File: src/rtl/vga_scan_engine.sv
// VGA raster scan engine: counters, frame-latched object shadows and a one-stage colour/sync pipeline.
// Optional colour-bar test pattern is compiled in only when VGA_TEST_PATTERN_EN is defined.
module vga_scan_engine #(
   parameter int H_ACTIVE   = 640,
   parameter int H_FP       = 16,
   parameter int H_SYNC     = 96,
   parameter int H_BP       = 48,
   parameter int V_ACTIVE   = 480,
   parameter int V_FP       = 10,
   parameter int V_SYNC     = 2,
   parameter int V_BP       = 33,
   parameter int SYNC_POL   = 0,
   parameter int BRICK_COLS = 8,
   parameter int BRICK_ROWS = 3,
   parameter int BRICK_W    = 80,
   parameter int BRICK_H    = 20,
   parameter int BRICK_Y0   = 40,
   parameter int PADDLE_W   = 64,
   parameter int PADDLE_H   = 8,
   parameter int BALL_SIZE  = 8
) (
   input  logic                             i_dclk,
   input  logic                             i_clr_n,
   input  logic [10:0]                      i_paddle_h,
   input  logic [10:0]                      i_paddle_v,
   input  logic [10:0]                      i_ball_h,
   input  logic [10:0]                      i_ball_v,
   input  logic [BRICK_ROWS*BRICK_COLS-1:0] i_bricks,
   input  logic                             i_test_mode,
   output logic                             o_hsync,
   output logic                             o_vsync,
   output logic [2:0]                       o_red,
   output logic [2:0]                       o_green,
   output logic [1:0]                       o_blue,
   output logic [10:0]                      o_hcount,
   output logic [10:0]                      o_vcount,
   output logic                             o_frame_tick
);

   localparam int NBRICK  = BRICK_ROWS * BRICK_COLS;
   localparam int H_TOTAL = H_ACTIVE + H_FP + H_SYNC + H_BP;
   localparam int V_TOTAL = V_ACTIVE + V_FP + V_SYNC + V_BP;
   localparam logic [10:0] H_LAST     = 11'(H_TOTAL - 1);
   localparam logic [10:0] V_LAST     = 11'(V_TOTAL - 1);
   localparam logic [10:0] HS_START   = 11'(H_ACTIVE + H_FP);
   localparam logic [10:0] HS_END     = 11'(H_ACTIVE + H_FP + H_SYNC - 1);
   localparam logic [10:0] VS_START   = 11'(V_ACTIVE + V_FP);
   localparam logic [10:0] VS_END     = 11'(V_ACTIVE + V_FP + V_SYNC - 1);
   localparam logic        SYNC_ACT   = (SYNC_POL != 0);
   localparam logic [7:0]  RGB_BALL   = 8'b111_111_11;
   localparam logic [7:0]  RGB_PADDLE = 8'b000_000_11;
   localparam logic [7:0]  RGB_BRICK  = 8'b111_000_00;

   logic [10:0]       r_hc;
   logic [10:0]       r_vc;
   logic [10:0]       r_paddleH;
   logic [10:0]       r_paddleV;
   logic [10:0]       r_ballH;
   logic [10:0]       r_ballV;
   logic [NBRICK-1:0] r_bricks;

   logic                  w_frameEnd;
   logic                  w_active;
   logic                  w_hsyncOn;
   logic                  w_vsyncOn;
   logic [11:0]           w_x;
   logic [11:0]           w_y;
   logic                  w_ballHit;
   logic                  w_paddleHit;
   logic [BRICK_COLS-1:0] w_colIn;
   logic [BRICK_ROWS-1:0] w_rowIn;
   logic                  w_brickHit;
   logic [7:0]            w_rgb;

   // Stage 0: free-running raster position; a reset anywhere restarts the frame at (0,0).
   always_ff @(posedge i_dclk) begin
      if (!i_clr_n) begin
         r_hc <= '0;
         r_vc <= '0;
      end else if (r_hc == H_LAST) begin
         r_hc <= '0;
         r_vc <= (r_vc == V_LAST) ? 11'd0 : r_vc + 11'd1;
      end else begin
         r_hc <= r_hc + 11'd1;
      end
   end

   assign w_frameEnd = (r_hc == H_LAST) && (r_vc == V_LAST);

   // Object positions are latched on the very last pixel so a whole frame renders from one snapshot.
   always_ff @(posedge i_dclk) begin
      if (!i_clr_n) begin
         r_paddleH <= '0;
         r_paddleV <= '0;
         r_ballH   <= '0;
         r_ballV   <= '0;
         r_bricks  <= '0;
      end else if (w_frameEnd) begin
         r_paddleH <= i_paddle_h;
         r_paddleV <= i_paddle_v;
         r_ballH   <= i_ball_h;
         r_ballV   <= i_ball_v;
         r_bricks  <= i_bricks;
      end
   end

   assign w_active  = (r_hc < 11'(H_ACTIVE)) && (r_vc < 11'(V_ACTIVE));
   assign w_hsyncOn = (r_hc >= HS_START) && (r_hc <= HS_END);
   assign w_vsyncOn = (r_vc >= VS_START) && (r_vc <= VS_END);

   // Widened by one bit so position plus size near 2047 cannot wrap into a false hit.
   assign w_x = {1'b0, r_hc};
   assign w_y = {1'b0, r_vc};

   assign w_ballHit = (w_x >= {1'b0, r_ballH}) && (w_x <= {1'b0, r_ballH} + 12'(BALL_SIZE - 1)) &&
                      (w_y >= {1'b0, r_ballV}) && (w_y <= {1'b0, r_ballV} + 12'(BALL_SIZE - 1));

   assign w_paddleHit = (w_x >= {1'b0, r_paddleH}) && (w_x <= {1'b0, r_paddleH} + 12'(PADDLE_W - 1)) &&
                        (w_y >= {1'b0, r_paddleV}) && (w_y <= {1'b0, r_paddleV} + 12'(PADDLE_H - 1));

   // Cell membership by constant compares; the upper bounds stop one short to leave a 1-pixel gap.
   always_comb begin
      w_colIn = '0;
      w_rowIn = '0;
      for (int c = 0; c < BRICK_COLS; c++) begin
         w_colIn[c] = (w_x >= 12'(c * BRICK_W)) && (w_x <= 12'((c + 1) * BRICK_W - 2));
      end
      for (int r = 0; r < BRICK_ROWS; r++) begin
         w_rowIn[r] = (w_y >= 12'(BRICK_Y0 + r * BRICK_H)) &&
                      (w_y <= 12'(BRICK_Y0 + (r + 1) * BRICK_H - 2));
      end
   end

   always_comb begin
      w_brickHit = 1'b0;
      for (int r = 0; r < BRICK_ROWS; r++) begin
         for (int c = 0; c < BRICK_COLS; c++) begin
            if (w_rowIn[r] && w_colIn[c] && r_bricks[r * BRICK_COLS + c]) begin
               w_brickHit = 1'b1;
            end
         end
      end
   end

`ifdef VGA_TEST_PATTERN_EN
   logic [2:0] w_bar;

   // Bar index is the count of boundaries passed, i.e. floor(hc*8/H_ACTIVE) without a divider.
   always_comb begin
      w_bar = '0;
      for (int b = 1; b < 8; b++) begin
         if ({r_hc, 3'b000} >= 14'(b * H_ACTIVE)) begin
            w_bar = 3'(b);
         end
      end
   end
`else
   logic w_unusedTestMode;
   assign w_unusedTestMode = i_test_mode;
`endif

   always_comb begin
      w_rgb = '0;
      if (w_active) begin
         if (w_ballHit) begin
            w_rgb = RGB_BALL;
         end else if (w_paddleHit) begin
            w_rgb = RGB_PADDLE;
         end else if (w_brickHit) begin
            w_rgb = RGB_BRICK;
         end
`ifdef VGA_TEST_PATTERN_EN
         if (i_test_mode) begin
            w_rgb = {{3{w_bar[2]}}, {3{w_bar[1]}}, {2{w_bar[0]}}};
         end
`endif
      end
   end

   // Stage 1: every visible output is registered together so they stay aligned to one pixel.
   always_ff @(posedge i_dclk) begin
      if (!i_clr_n) begin
         o_hsync      <= ~SYNC_ACT;
         o_vsync      <= ~SYNC_ACT;
         o_red        <= '0;
         o_green      <= '0;
         o_blue       <= '0;
         o_hcount     <= '0;
         o_vcount     <= '0;
         o_frame_tick <= 1'b0;
      end else begin
         o_hsync      <= w_hsyncOn ? SYNC_ACT : ~SYNC_ACT;
         o_vsync      <= w_vsyncOn ? SYNC_ACT : ~SYNC_ACT;
         o_red        <= w_rgb[7:5];
         o_green      <= w_rgb[4:2];
         o_blue       <= w_rgb[1:0];
         o_hcount     <= r_hc;
         o_vcount     <= r_vc;
         o_frame_tick <= (r_hc == 11'd0) && (r_vc == 11'd0);
      end
   end

endmodule

File: config.mk
export PLATFORM = sky130hd
export DESIGN_NAME = vga_scan_engine
export DESIGN_NICKNAME = d
export VERILOG_FILES = /design/src/rtl/vga_scan_engine.sv
export SDC_FILE = /design/constraint.sdc
export NUM_CORES = 1
export LEC_CHECK = 0
export BUFFER_PORTS_ARGS = -buffer_cell sky130_fd_sc_hd__buf_2
export CAP_MARGIN = 20
export CORE_MARGIN = 2
export CORE_UTILIZATION = 39
export DETAILED_ROUTE_END_ITERATION = 7
export GPL_ROUTABILITY_DRIVEN = 0
export SYNTH_ARGS = -nofsm -noshare
export SYNTH_HDL_FRONTEND = slang
export SYNTH_SLANG_ARGS = --single-unit
File: constraint.sdc
create_clock -name i_dclk -period 3.1 [get_ports i_dclk]
set_input_delay 0.31 -clock i_dclk [delete_from_list [all_inputs] [get_ports i_dclk]]
set_output_delay 0.31 -clock i_dclk [all_outputs]
set_load 0.02 [all_outputs]
==> metrics.log <==
INFO  metric run_status = finished, final reports clean
INFO  metric cts_root_buffer = sky130_fd_sc_hd__clkbuf_16
INFO  metric synth_seq_area_share = 31.0%
INFO  metric worst_hold_slack = between 0.1 and 0.15 ns
INFO  metric route.detailed.wl_per_inst = about 15 um
INFO  metric dp_worst_setup_slack = ~0.061 ns
INFO  metric critical_path_class = reg2reg
INFO  metric end_kind = flip-flop
INFO  metric worst_hold_path_cells = 3
INFO  metric cpLargestDelayFamily = simple AND/OR/NAND/NOR gates
INFO  metric edff_count_synth = 0
INFO  metric holdBufCountCts = 0
INFO  metric ys_ff_latch = about 120
INFO  metric first_pass_detailed_route_iteration_total = 5
INFO  metric maxCapViolations = 0
INFO  metric dieHeight = between 100 and 150 um
INFO  metric mappedNetlistArea = between 7000 and 8000 um^2
INFO  metric areaGrowthSynthToFinish = 18.7%
INFO  metric timing.final.hold_violations = 0
INFO  metric fmaxAchievable = roughly 350 MHz
INFO  metric synth_async_sr_flop_share = 0%
INFO  metric core-area = just under 20000 um^2
INFO  metric tritoncts = yes
INFO  metric dominantRegCellSynth = sky130_fd_sc_hd__dfxtp_1
INFO  metric element_type_at_the_critical_path_start = flip-flop
INFO  metric min-delay-path-class = in2reg
INFO  metric clock_latency = about 0.43 ns
INFO  metric cts-buffers-inserted = 17
INFO  metric arrival = 3.16 ns
INFO  metric final_nets = between 1k and 1.5k
INFO  metric initial_antenna_violation_count = 0
INFO  metric count_of_endpoints_failing_setup_in_the_final_report = 0
INFO  metric worst_slew_pin_tran = slightly above 0.8 ns
INFO  metric ys_top_cells_by_count = sky130_fd_sc_hd__nand2_1, sky130_fd_sc_hd__dfxtp_1, sky130_fd_sc_hd__ha_1
INFO  metric yosysMostFrequentCell = sky130_fd_sc_hd__nand2_1
INFO  metric diodes = 0
INFO  metric ff2ff_path_depth = 11
INFO  metric clock_skew = about 0.010 ns
INFO  metric synth_top_cell_area_share = a little under a third
INFO  metric layout_worst_path_cycle_share = between 90% and 100%
INFO  metric die_area = roughly 21000 um^2
INFO  metric period_needed = around 2.9 ns
INFO  metric pwr_density_cell = approximately 430 nW/um^2
INFO  metric ys_types = 73
INFO  metric synthDominantAreaCellType = sky130_fd_sc_hd__dfxtp_1
INFO  metric critical_path.max_fanout = 4
INFO  metric dp_hpwl = around 15000 um
INFO  metric per_instance_average_area_after_synthesis = around 8 um^2
INFO  metric critical_path_buf_inv_count = 0
INFO  metric core.rowCount = 51
INFO  metric crit_path_cell_trace = or4_4 > or3_4 > and2_2 > ha_1 > a211oi_1 > o21ai_0 > o211ai_1 > a31oi_1 > nor4_2 > nand2b_4 > o21ai_1
INFO  metric yosys-top-cells-area = sky130_fd_sc_hd__dfxtp_1, sky130_fd_sc_hd__ha_1, sky130_fd_sc_hd__nand2_1
INFO  metric route.detailed.vias_per_inst = 5.14
INFO  metric postSynthNetCount = between 1k and 1.5k
INFO  metric post-route-drc-count = 0
INFO  metric worst_ir_drop_vdd = roughly 0.35 mV
INFO  metric clockBufferDepth = 2
INFO  metric i_o_buffers = 102
INFO  metric num_vias = ~6.7k
INFO  metric cell_with_the_largest_stage_delay_on_the_worst_path = sky130_fd_sc_hd__or4_4
INFO  metric largest_incremental_delay_on_the_critical_path = 0.52 ns
INFO  metric yosysWarningCount = 0
INFO  metric crit_cells = 11
INFO  metric via_count_of_the_first_global_routing_pass = approximately 6.2k
INFO  metric grt_start_max_net_pins = 67
INFO  metric detail-route-antenna-nets = 0
INFO  metric relSlewSlack = 44.2%
INFO  metric fin_total_pwr = roughly 0.0038 W
INFO  metric drt_wl_total = between 15000 and 20000 um
INFO  metric grt.total_usage = approximately a fifth
INFO  metric ctsHtreeMaxLevel = 4
INFO  metric grt_overflow = 0
INFO  metric post-route-worst-setup-slack = 0.242 ns
INFO  metric number_of_instances_in_the_synthesized_netlist = between 900 and 1k
INFO  metric num_io_pins = between 100 and 150
INFO  metric layout_cells_sized_above_1 = 17.6%
INFO  metric final.setup.tns = 0 ns
INFO  metric grt_pass1_wl = about 32000 um
INFO  metric initial_utilization = about two fifths
INFO  metric drt_iter0_markers = 400
INFO  metric leakage = approximately 3.5 nW
INFO  metric worst-endpoint-required = between 3 and 4 ns
INFO  metric fp.dieW = ~140 um
INFO  metric clkSinkCount = 118
INFO  metric clkTransAtPathRegs = roughly 0.06 ns
INFO  metric report.final.slew_viol_count = 0
-- worst min-delay path: cells and delay by family --
family | cells | cell delay, ns
buffers and inverters | 1 | 0.09
AOI/OAI and AO/OA | 1 | 0.05
and+or+nand+nor | 1 | 0.04
-- final cells by class --
class / count / area, um^2
fillers: 1969 / 10300
multi-input cells: 705 / 4840
flip-flops and latches: 118 / 2360
repair buffers: 121 / 653
clock buffers: 20 / 467
well taps: 265 / 332
inverters: 58 / 218
clock inverters: 12 / 165
-- power breakdown --
part	leakage (nW)	switching, W	internal, W
Clock	0.300	0.000777	0.00134
Combinational	2.29	0.0000949	0.0000861
Sequential	0.953	0.0000142	0.00153
-- flip-flops by register name, indices dropped and copies added, names as in the netlist, 11 cells and up --
name       cells
o_vcount      11
r_paddleV     11
r_hc          11
r_bricks      24
r_ballV       11
r_paddleH     11
r_vc          11
r_ballH       11
o_hcount      11
-- per-stage QoR --
step / instance area (um^2) / instances / utilization (%)
final: 9040 / 1299 / 46.7
after global routing: 9040 / 1299 / 46.7
after CTS: 9000 / 1298 / 46.6
after detailed placement: 8370 / 1266 / 43.3
after global placement: 8370 / 1266 / 43.3
after floorplan: 7610 / 927 / -
-- path summary, 6_finish.rpt --
kind | start | to | slack, ns
setup / recovery | r_paddleH[1]$_SDFFE_PN0P_ | o_red[1]$_SDFF_PN0_ | 0.24
hold / removal | i_paddle_h[4] | r_paddleH[4]$_SDFFE_PN0P_ | 0.12
setup reg to reg | r_paddleH[1]$_SDFFE_PN0P_ | o_red[1]$_SDFF_PN0_ | 0.24
hold reg to reg | r_bricks[7]$_SDFFE_PN0P_ | r_bricks[7]$_SDFFE_PN0P_ | 0.46
-- per-layer routing --
layer / track usage (%) / part of all wire (%) / vias to the layer above
met5: 0 / 0 / -
met4: 7.84 / 2.0 / 0
li1: - / - / 3410
met3: 3.70 / 4.0 / 28
met2: 30.3 / 44 / 155
met1: 27.6 / 50 / 3079
-- kinds of logic (layout without fill, tap and decap cells) --
kind of cell,Yosys count,after routing,synth area share [%]
xor+xnor,54,54,6.21
flops,118,118,31.0
fa+ha+maj,96,96,15.8
compound gates,183,183,17.3
buf+inv,104,211,5.78
simple gates,372,372,23.9
-- placed cells by master, fill, tap and decap left out, types with 19 or more instances in the layout --
cell / Yosys / routed
sky130_fd_sc_hd__nand2_1: 174 / 173
sky130_fd_sc_hd__dfxtp_1: 118 / 117
sky130_fd_sc_hd__buf_2: 14 / 102
sky130_fd_sc_hd__ha_1: 96 / 96
sky130_fd_sc_hd__inv_1: 58 / 58
sky130_fd_sc_hd__a21boi_0: 51 / 51
sky130_fd_sc_hd__nor2_1: 48 / 48
sky130_fd_sc_hd__xnor2_1: 39 / 39
sky130_fd_sc_hd__o21ai_0: 28 / 27
sky130_fd_sc_hd__and2_1: 27 / 26
sky130_fd_sc_hd__nand3_1: 23 / 23
sky130_fd_sc_hd__nand4_1: 21 / 21
sky130_fd_sc_hd__a21boi_1: 20 / 20
sky130_fd_sc_hd__a21oi_1: 19 / 19
sky130_fd_sc_hd__buf_4: 6 / 19
-- timing repair --
action,4_1_cts,5_1_grt
endpoints found under the setup margin,0,3
resized for setup,0,7
buffers inserted,0,1
No activity file was read; power rests on OpenSTA's default activity.
